<file path="config.mk">
export PLATFORM = sky130hd
export DESIGN_NAME = div_cdb_buffer
export DESIGN_NICKNAME = d
export VERILOG_FILES = /design/src/rtl/div_cdb_buffer.sv
export SDC_FILE = /design/constraint.sdc
export NUM_CORES = 1
export LEC_CHECK = 0
export BUFFER_PORTS_ARGS = -buffer_cell sky130_fd_sc_hd__clkbuf_2
export CAP_MARGIN = 20
export CORE_MARGIN = 8
export CORE_UTILIZATION = 50
export DETAILED_ROUTE_END_ITERATION = 16
export GPL_TIMING_DRIVEN = 0
export PLACE_DENSITY = 0.78
export SLEW_MARGIN = 20
export SYNTH_ARGS = -nofsm -noshare
export SYNTH_HDL_FRONTEND = slang
export SYNTH_SLANG_ARGS = --single-unit
</file>
<file path="constraint.sdc">
create_clock -name clk -period 40 [get_ports clk]
set_clock_uncertainty 0.1 [all_clocks]
set_input_delay 8 -clock clk [delete_from_list [all_inputs] [get_ports clk]]
set_output_delay 8 -clock clk [all_outputs]
set_load 0.05 [all_outputs]
</file>
<file path="src/rtl/div_cdb_buffer.sv">
// Writeback buffer between the pipelined divider and the CDB arbiter, with issue credits.
// Optional same-cycle bypass of an empty buffer when DIV_CDB_BYPASS_EN is defined.
module div_cdb_buffer #(
  parameter int DEPTH        = 8,
  parameter int DATA_W       = 32,
  parameter int TAG_W        = 7,
  parameter int PC_W         = 32,
  parameter int MAX_INFLIGHT = 33
) (
  input  logic                     clk,
  input  logic                     reset,
  input  logic                     issue_fire,
  output logic                     issue_ok,
  input  logic                     in_valid,
  input  logic [DATA_W-1:0]        in_result,
  input  logic [TAG_W-1:0]         in_tag,
  input  logic [PC_W-1:0]          in_pc,
  output logic                     cdb_req,
  input  logic                     cdb_grant,
  output logic [DATA_W-1:0]        cdb_result,
  output logic [TAG_W-1:0]         cdb_tag,
  output logic [PC_W-1:0]          cdb_pc,
  output logic [$clog2(DEPTH):0]   count,
  output logic                     overflow_err
);

  localparam int PTR_W = $clog2(DEPTH);
  localparam int CNT_W = PTR_W + 1;
  localparam int INF_W = $clog2(MAX_INFLIGHT + 1);
  localparam int SUM_W = ((INF_W > CNT_W) ? INF_W : CNT_W) + 1;

  typedef struct packed {
    logic [DATA_W-1:0] result;
    logic [TAG_W-1:0]  tag;
    logic [PC_W-1:0]   pc;
  } entry_t;

  entry_t             mem_q [DEPTH];
  entry_t             mem_d [DEPTH];
  logic [PTR_W-1:0]   wr_ptr_q, wr_ptr_d;
  logic [PTR_W-1:0]   rd_ptr_q, rd_ptr_d;
  logic [CNT_W-1:0]   count_q, count_d;
  logic [INF_W-1:0]   inflight_q, inflight_d;
  logic               overflow_q, overflow_d;

  logic               empty;
  logic               full;
  logic               pop_buf;
  logic               bypass_vld;
  logic               bypass_take;
  logic               push;
  entry_t             in_entry;
  logic [SUM_W-1:0]   credit_sum;

  assign empty    = (count_q == '0);
  assign full     = (count_q == CNT_W'(DEPTH));
  assign pop_buf  = cdb_grant & ~empty;
  assign in_entry = '{result: in_result, tag: in_tag, pc: in_pc};

`ifdef DIV_CDB_BYPASS_EN
  assign bypass_vld = in_valid & empty;
`else
  assign bypass_vld = 1'b0;
`endif
  assign bypass_take = bypass_vld & cdb_grant;

  // A pop in the same cycle frees the slot, so a push into a full buffer is legal then.
  assign push = in_valid & ~bypass_take & (~full | pop_buf);

  always_comb begin
    mem_d    = mem_q;
    wr_ptr_d = wr_ptr_q;
    rd_ptr_d = rd_ptr_q;
    count_d  = count_q;
    if (push) begin
      mem_d[wr_ptr_q] = in_entry;
      wr_ptr_d        = wr_ptr_q + PTR_W'(1);
    end
    if (pop_buf) begin
      rd_ptr_d = rd_ptr_q + PTR_W'(1);
    end
    if (push && !pop_buf) begin
      count_d = count_q + CNT_W'(1);
    end else if (!push && pop_buf) begin
      count_d = count_q - CNT_W'(1);
    end
  end

  // Spurious completions never drive the in-flight count below zero.
  always_comb begin
    inflight_d = inflight_q;
    if (issue_fire && !in_valid) begin
      if (inflight_q != '1) begin
        inflight_d = inflight_q + INF_W'(1);
      end
    end else if (in_valid && !issue_fire) begin
      if (inflight_q != '0) begin
        inflight_d = inflight_q - INF_W'(1);
      end
    end
  end

  always_comb begin
    overflow_d = overflow_q;
    if (in_valid && full && !pop_buf) begin
      overflow_d = 1'b1;
    end
  end

  always_ff @(posedge clk or posedge reset) begin
    if (reset) begin
      for (int i = 0; i < DEPTH; i++) begin
        mem_q[i] <= '0;
      end
      wr_ptr_q   <= '0;
      rd_ptr_q   <= '0;
      count_q    <= '0;
      inflight_q <= '0;
      overflow_q <= 1'b0;
    end else begin
      for (int i = 0; i < DEPTH; i++) begin
        mem_q[i] <= mem_d[i];
      end
      wr_ptr_q   <= wr_ptr_d;
      rd_ptr_q   <= rd_ptr_d;
      count_q    <= count_d;
      inflight_q <= inflight_d;
      overflow_q <= overflow_d;
    end
  end

  always_comb begin
    cdb_req    = 1'b0;
    cdb_result = '0;
    cdb_tag    = '0;
    cdb_pc     = '0;
    if (!empty) begin
      cdb_req    = 1'b1;
      cdb_result = mem_q[rd_ptr_q].result;
      cdb_tag    = mem_q[rd_ptr_q].tag;
      cdb_pc     = mem_q[rd_ptr_q].pc;
    end
`ifdef DIV_CDB_BYPASS_EN
    else if (bypass_vld) begin
      cdb_req    = 1'b1;
      cdb_result = in_result;
      cdb_tag    = in_tag;
      cdb_pc     = in_pc;
    end
`endif
  end

  // Credits cover both queued entries and operations still inside the divider.
  assign credit_sum   = SUM_W'(inflight_q) + SUM_W'(count_q);
  assign issue_ok     = (credit_sum < SUM_W'(DEPTH));
  assign count        = count_q;
  assign overflow_err = overflow_q;

endmodule

</file>
==> impl_results.md, run 1 <==
- Max-slew violation count: 0
- Synthesized Nets: ~1,700
- Critical path launch point type: flop
- Crit path launch: rd_ptr_q[1]
- Grt total ovfl: 0
- Slew margin rel.: 0.301
- CTS H-tree lvls: 2
- Flop-to-flop setup slack: approximately 37 ns
- Share of the synthesized area in the top cell type: 0.547
- Worst min path class: reg2reg
- CTS tree: built
- Post-synth EDFFs: 0
- WP data required: 31.90 ns
- Yosys reg bits: 585
- Syn Inst Count: 1,637
- Max cap viols: 0
- Grt met2 use: 0.340
- Largest net degree at the start of global routing: 117
- Largest area contributor in the netlist: dfrtp_1
- Chip height: 247 um
- First-pass GRT wire length: 97,800 um
- Total CTS buffers: 59
- Synth Flop Type: dfrtp_1
- Dpl hpwl: 40,300 um
- Final WL: approximately 62,000 um
- Synth async-reset ratio: 1.00
- Antenna Nets Post-Route: 0
- Tot GR Track Use: 0.206
- Rows: 84
- Core ar.: 52,800 um^2
- I/O pin total: 154
- RR Endpoint: count[3]
- F_max: 84.3 MHz
- TritonRoute pass-1 iters: 5
- Post-Syn Area: 26,800 um^2
- Actual slew at the worst max-slew pin: between 1 and 1.5 ns
- Placer Congestion: 0.755
- Die Area: 61,200 um^2
- Met1 Resource Use GR: 0.277
- Unrepaired setup endpoints after global routing: no
- GRT busiest layer: met2
- Hold Vio Cnt, Final: 0
- Critical path endpoint category: output port
- Met3 Usage GRT: 0.0418
- Clock slew at reported path FFs: 0.06 ns
- Yosys warns: 0
- Post-layout min period: 11.86 ns
- Worst skew pair latency: 0.61 ns
- Port buffer count: approximately 150
- Final critical-path share of the clock period: 0.297
- WL/cell: 23.8 um
- Worst r2r src: count[2]
- Number of gates resized after CTS: 0
- Fillers: 4,013
- Vias per cell: between 5 and 6
- Vias: between 15,000 and 20,000
- Crit Path Category: reg2out
- Vias in the first global route: between 15,000 and 20,000
- Setup TNS: 0 ns
- Status: finished, final reports clean
- CTS Buffer Depth: 3
- Syn_area_per_cell: 16.3 um^2
- Initial antenna violation count: 10
- Post-route DRC: 0
- Share of layout cells above drive strength 1: 0.545
- Clock sink count: 585
- Final Setup Violations: 0
- Hold_buf cts: 0
- Initial Util: 0.507
- Sequential area share after synthesis: 0.547
- Post-CTS setup buffers: 0
- NumNets Final: between 1,500 and 2,000
- Synth area leaders: dfrtp_1 (55%), mux2_2 (20%), mux4_2 (12%), mux2_4 (3.9%), mux2i_1 (2.7%)
- Synth unique cells: 40
- Area Growth Syn to Fin: 14.4%
- Chip width: 247 um
- Worst r2r path cells: 12
- CTS Root Buffer Type: clkbuf_16
- Worst path arrival time: between 3 and 4 ns
- Largest fanout on the critical path: 10
- DR iter-0 viols: 874
- Worst Setup EP: cdb_pc[30]
sequential cells by signal, indices dropped and copies added (netlist names):
register	flops
mem_q	568
rd_ptr_q	3
overflow_err	1
wr_ptr_q	3
inflight_q	6
count	4
through the flow:
stage	worst slack (ns)	instances	utilization	hold slack, ns	area [um^2]
after detailed placement	28.85	2485	0.542	0.364	28600
after CTS	28.16	2590	0.579	0.381	30600
final	28.14	2597	0.580	0.378	30600
after global routing	28.05	2591	0.580	0.393	30600
after floorplan	15.53	1637	-	0.352	26800
after global placement	10.48	2478	0.538	0.357	28400
synth_stat cells (2+ instances only):
library cell	number
xnor2_1	8
buf_1	17
mux4_2	142
nand3_1	4
clkbuf_1	15
buf_2	68
ha_1	13
inv_1	5
mux2_1	15
a21oi_1	4
a211oi_1	2
nand4b_1	2
nor3_1	2
nor4b_4	2
xor2_1	4
nor2_1	75
nand3b_1	2
o21ai_0	7
nand2_1	10
dfrtp_1	585
or4_1	2
mux2_2	486
fa_1	2
a21o_1	3
mux2i_1	71
nand4_1	2
buf_6	7
mux2_4	70
worst min path at each step:
| stage | from | end | slack (ns) | cells after the start |
|---|---|---|---|---|
| after floorplan | mem_q[383] | mem_q[383] | 0.35 | 1 |
| after detailed placement | overflow_err | overflow_err | 0.36 | 1 |
| after global routing | overflow_err | overflow_err | 0.39 | 1 |
| after CTS | overflow_err | overflow_err | 0.38 | 1 |
| final | mem_q[343] | mem_q[343] | 0.38 | 1 |
| after global placement | overflow_err | overflow_err | 0.36 | 1 |
kinds of logic after synthesis:
| group | after synthesis | synth area share |
|---|---|---|
| DFF | 585 | 0.547 |
| AOI/OAI and AO/OA | 20 | 0.00463 |
| buffers and inverters | 114 | 0.0213 |
| muxes | 784 | 0.396 |
| and+or+nand+nor | 107 | 0.0190 |
| adders and majority gates | 15 | 0.00758 |
| xor gates and xnor gates | 12 | 0.00393 |
cells in the final DEF (no fill, tap or decap), types with 3 or more instances in the layout:
cell type    n
mux2i_1     71
diode_2      7
mux2_4      70
clkinv_2     9
nand3_1      4
nand2_1     10
mux2_1      15
nor2_1      75
a21oi_1      4
dfrtp_1    585
clkbuf_1    26
clkbuf_8    16
o21ai_0      7
mux4_2     142
bufinv_16    5
buf_1       17
clkbuf_16   60
inv_1        4
xnor2_1      8
xor2_1       4
buf_2       68
clkbuf_2   153
mux2_2     486
buf_6        7
a21o_1       3
buf_16       6
ha_1        13
metal layers:
| metal | share of wire | vias up | routed length [um] |
|---|---|---|---|
| met2 | 0.49 | 301 | 30200 |
| li1 | - | 6540 | - |
| met5 | 0.00078 | - | 48 |
| met3 | 0.050 | 104 | 3110 |
| met4 | 0.022 | 8 | 1350 |
| met1 | 0.44 | 8116 | 27100 |
critical path: stages (launching register included):
cell and delay [ns]:
dfrtp_1 0.35, buf_2 0.30, buf_1 0.61, buf_1 0.69, mux4_2 0.35, mux2i_1 0.08, nor2_1 0.39, clkbuf_2 0.36
area by class of cell:
| type | count | area (um^2) | share of cell area |
|---|---|---|---|
| sequential | 585 | 14600 | 0.479 |
| multi-input combinational | 938 | 11600 | 0.378 |
| clock buffer | 87 | 1760 | 0.0576 |
| timing repair buffer | 160 | 946 | 0.0309 |
| tap | 688 | 861 | 0.0281 |
| buffer | 108 | 547 | 0.0179 |
| clock inverter | 18 | 238 | 0.00777 |
| inverter | 6 | 30.0 | 0.000982 |
| antenna | 7 | 17.5 | 0.000573 |
Power of run 1 is left out: the tool's default activity adds up to more than one toggle a clock period on the data nets, which glitch-free logic cannot reach.
==> run 2, diff against run 1 <==
- clock period: 40 -> 11.7 ns (I/O delays scaled with it)
==> run 2 against run 1 <==
Effect of this change: hold slack improved by 0.0059 ns; first-iteration DRC count fell by 13%; global-route usage up 0.16 points; core utilization grew 0.58 points; wire length shrank 0.17%; final cell count rose by 0.62%; cell area up 1.0%; non-clock buffer count is 14 higher; critical path depth did not move; sequential cell count is the same; register-to-register slack worse by 28 ns; die area unchanged; critical path type unchanged; largest cell class unchanged.
==> impl_results.md, run 2 (synthesized netlist as in run 1, its figures left out) <==
- Hold path depth: 1 (unchanged)
- Chip height: 247 um (unchanged)
- Clock slew at reported path FFs: 0.06 ns (about the same)
- Hold_buf cts: 0 (unchanged)
- Critical path depth in cells: 7 (unchanged)
- Final WS setup: 5.47 ns (-22.67 ns)
- Tot GR Track Use: 0.207 (+0.00164)
- Critical path endpoint category: output port
- Worst hold start: mem_q[413]
- Crit Path Category: reg2out
- Area Growth Syn to Fin: 15.5%
- Max-slew violation count: 0 (unchanged)
- Flop-to-flop setup slack: 8.77 ns (-28.07 ns)
- Worst r2r path cells: 11 (-1)
- Biggest register: mem_q
- Dpl hpwl: 41,100 um (+2.0%)
- RR Endpoint: count[3]
- Fillers: 3,958 (-1.4%)
- Status: finished, final reports clean
- NumNets Final: 1,964 (+0.77%)
- Vias in the first global route: 16,731 (+0.13%)
- Largest fanout on the critical path: 10 (unchanged)
- CTS H-tree lvls: 2 (unchanged)
- First-pass GRT wire length: 98,400 um (+0.63%)
- Cells after DPL: 2,499 (+0.56%)
- Hold Vio Cnt, Final: 0 (unchanged)
- Max stage delay cell, worst path: buf_1
- Commonest cells after routing, fill and taps aside: dfrtp_1 (585), mux2_2 (486), clkbuf_2 (153)
- CTS tree: built
- I/O pin total: 154 (unchanged)
- Final critical-path share of the clock period: 0.533
- Post-CTS setup buffers: 0 (unchanged)
- Rows: 84 (unchanged)
- Actual slew at the worst max-slew pin: 1.14 ns (+0.0960 ns)
- Share of layout cells above drive strength 1: 0.548 (+0.00375)
- Final WL: 61,800 um (-0.17%)
- Worst hold path endpoint: mem_q[413]
- Slew margin rel.: 0.238 (-0.0634)
- Critical path launch point type: flop
- Clock sink count: 585 (unchanged)
- Worst skew pair latency: 0.61 ns (about the same)
- Worst r2r src: count[2]
- WL/cell: 23.6 um (-0.78%)
- Vias per cell: 5.79 (-0.22%)
- Pre-CTS setup slack: 6.17 ns (-22.68 ns)
- Most common cell after layout, fill and taps aside: dfrtp_1
- Grt total ovfl: 0 (unchanged)
- DR iter-0 viols: 762 (-13%)
- CTS Root Buffer Type: clkbuf_16
- Crit-path leading delay family: buffers and inverters
- Worst min path class: reg2reg
- Critical path buffers and inverters: 4 (unchanged)
- Total CTS buffers: 60 (+1.7%)
- Worst path most repeated cell: buf_1
- Critical-path cell list: buf_2, buf_1, buf_1, mux4_2, mux2i_1, nor2_1, clkbuf_2
- Post-route DRC: 0 (unchanged)
- Unrepaired setup endpoints after global routing: no
- Design Area, Final: 30,900 um^2 (+1.0%)
- F_max: 160 MHz
- Final Setup Violations: 0 (unchanged)
- Max reg flops: 568 (unchanged)
- Initial antenna violation count: 9 (-1)
- TritonRoute pass-1 iters: 4 (-1)
- CTS Buffer Depth: 3 (unchanged)
- Largest net degree at the start of global routing: 37 (-68%)
- Initial Util: 0.507 (unchanged)
- Final Util: 0.586 (+0.00583)
- Port buffer count: 153 (unchanged)
- Crit-path max cell delay: 0.68 ns (about the same)
- Finished Layout Cells: 2,613 (+0.62%)
- Antenna Nets Post-Route: 0 (unchanged)
- WP data required: 9.26 ns (-22.64 ns)
- Placer Congestion: 0.807 (+6.9%)
- Post-place instance area: 28,800 um^2 (+0.93%)
- Max cap viols: 0 (unchanged)
- Vias: 15,128 (+0.39%)
- Die Area: 61,200 um^2 (unchanged)
- Chip width: 247 um (unchanged)
- Number of gates resized after CTS: 0 (unchanged)
- Core ar.: 52,800 um^2 (unchanged)
- Post-layout min period: between 6 and 7 ns
- Worst path arrival time: 3.79 ns (+0.03 ns)
run 2: cell count changes in the layout (fill, tap and decap cells not counted):
cell        delta
buf_12        +15
buf_16         -1
buf_6          +1
buf_8          -1
bufinv_16      +1
clkbuf_1       +1
clkinv_4       -1
clkinvlp_4     +4
diode_2        -2
inv_8          -1
run 2: area by class of cell:
| type | instances | area (um^2) | share of cell area |
|---|---|---|---|
| Antenna cell | 5 | 12.5 | 0.000405 |
| Multi-Input combinational cell | 938 | 11600 | 0.374 |
| Inverter | 6 | 26.3 | 0.000850 |
| Timing Repair Buffer | 174 | 1210 | 0.0393 |
| Tap cell | 688 | 861 | 0.0279 |
| Buffer | 108 | 547 | 0.0177 |
| Sequential cell | 585 | 14600 | 0.474 |
| Clock buffer | 88 | 1770 | 0.0572 |
| Clock inverter | 21 | 282 | 0.00911 |
run 2: through the flow:
step                TNS, ns  hold slack (ns)
finish                    0            0.384
global route              0            0.401
CTS                       0            0.388
detailed placement        0            0.371
global placement    -806.29            0.361
floorplan                 0            0.352
run 2: worst max path at each step:
stage	from	to	slack (ns)
6_report	rd_ptr_q[1]	cdb_pc[30]	5.47
3_5_place_dp	rd_ptr_q[1]	cdb_pc[30]	6.17
2_1_floorplan	reset	count[0]	1.29
3_3_place_gp	reset	mem_q[394]	-1.45
5_1_grt	rd_ptr_q[1]	cdb_pc[30]	5.42
4_1_cts	rd_ptr_q[1]	cdb_pc[30]	5.48
run 2: per-layer routing:
metal  vias to the layer above  wire [um]  GRT usage  part of all wire
li1                       6561          -          -                 -
met1                      8183      27200      0.281              0.44
met2                       285      29900      0.340              0.48
met3                        89       3240     0.0431             0.052
met4                        10       1380     0.0566             0.022
met5                         -         62          0            0.0010
Power of run 2 is left out for the same reason.
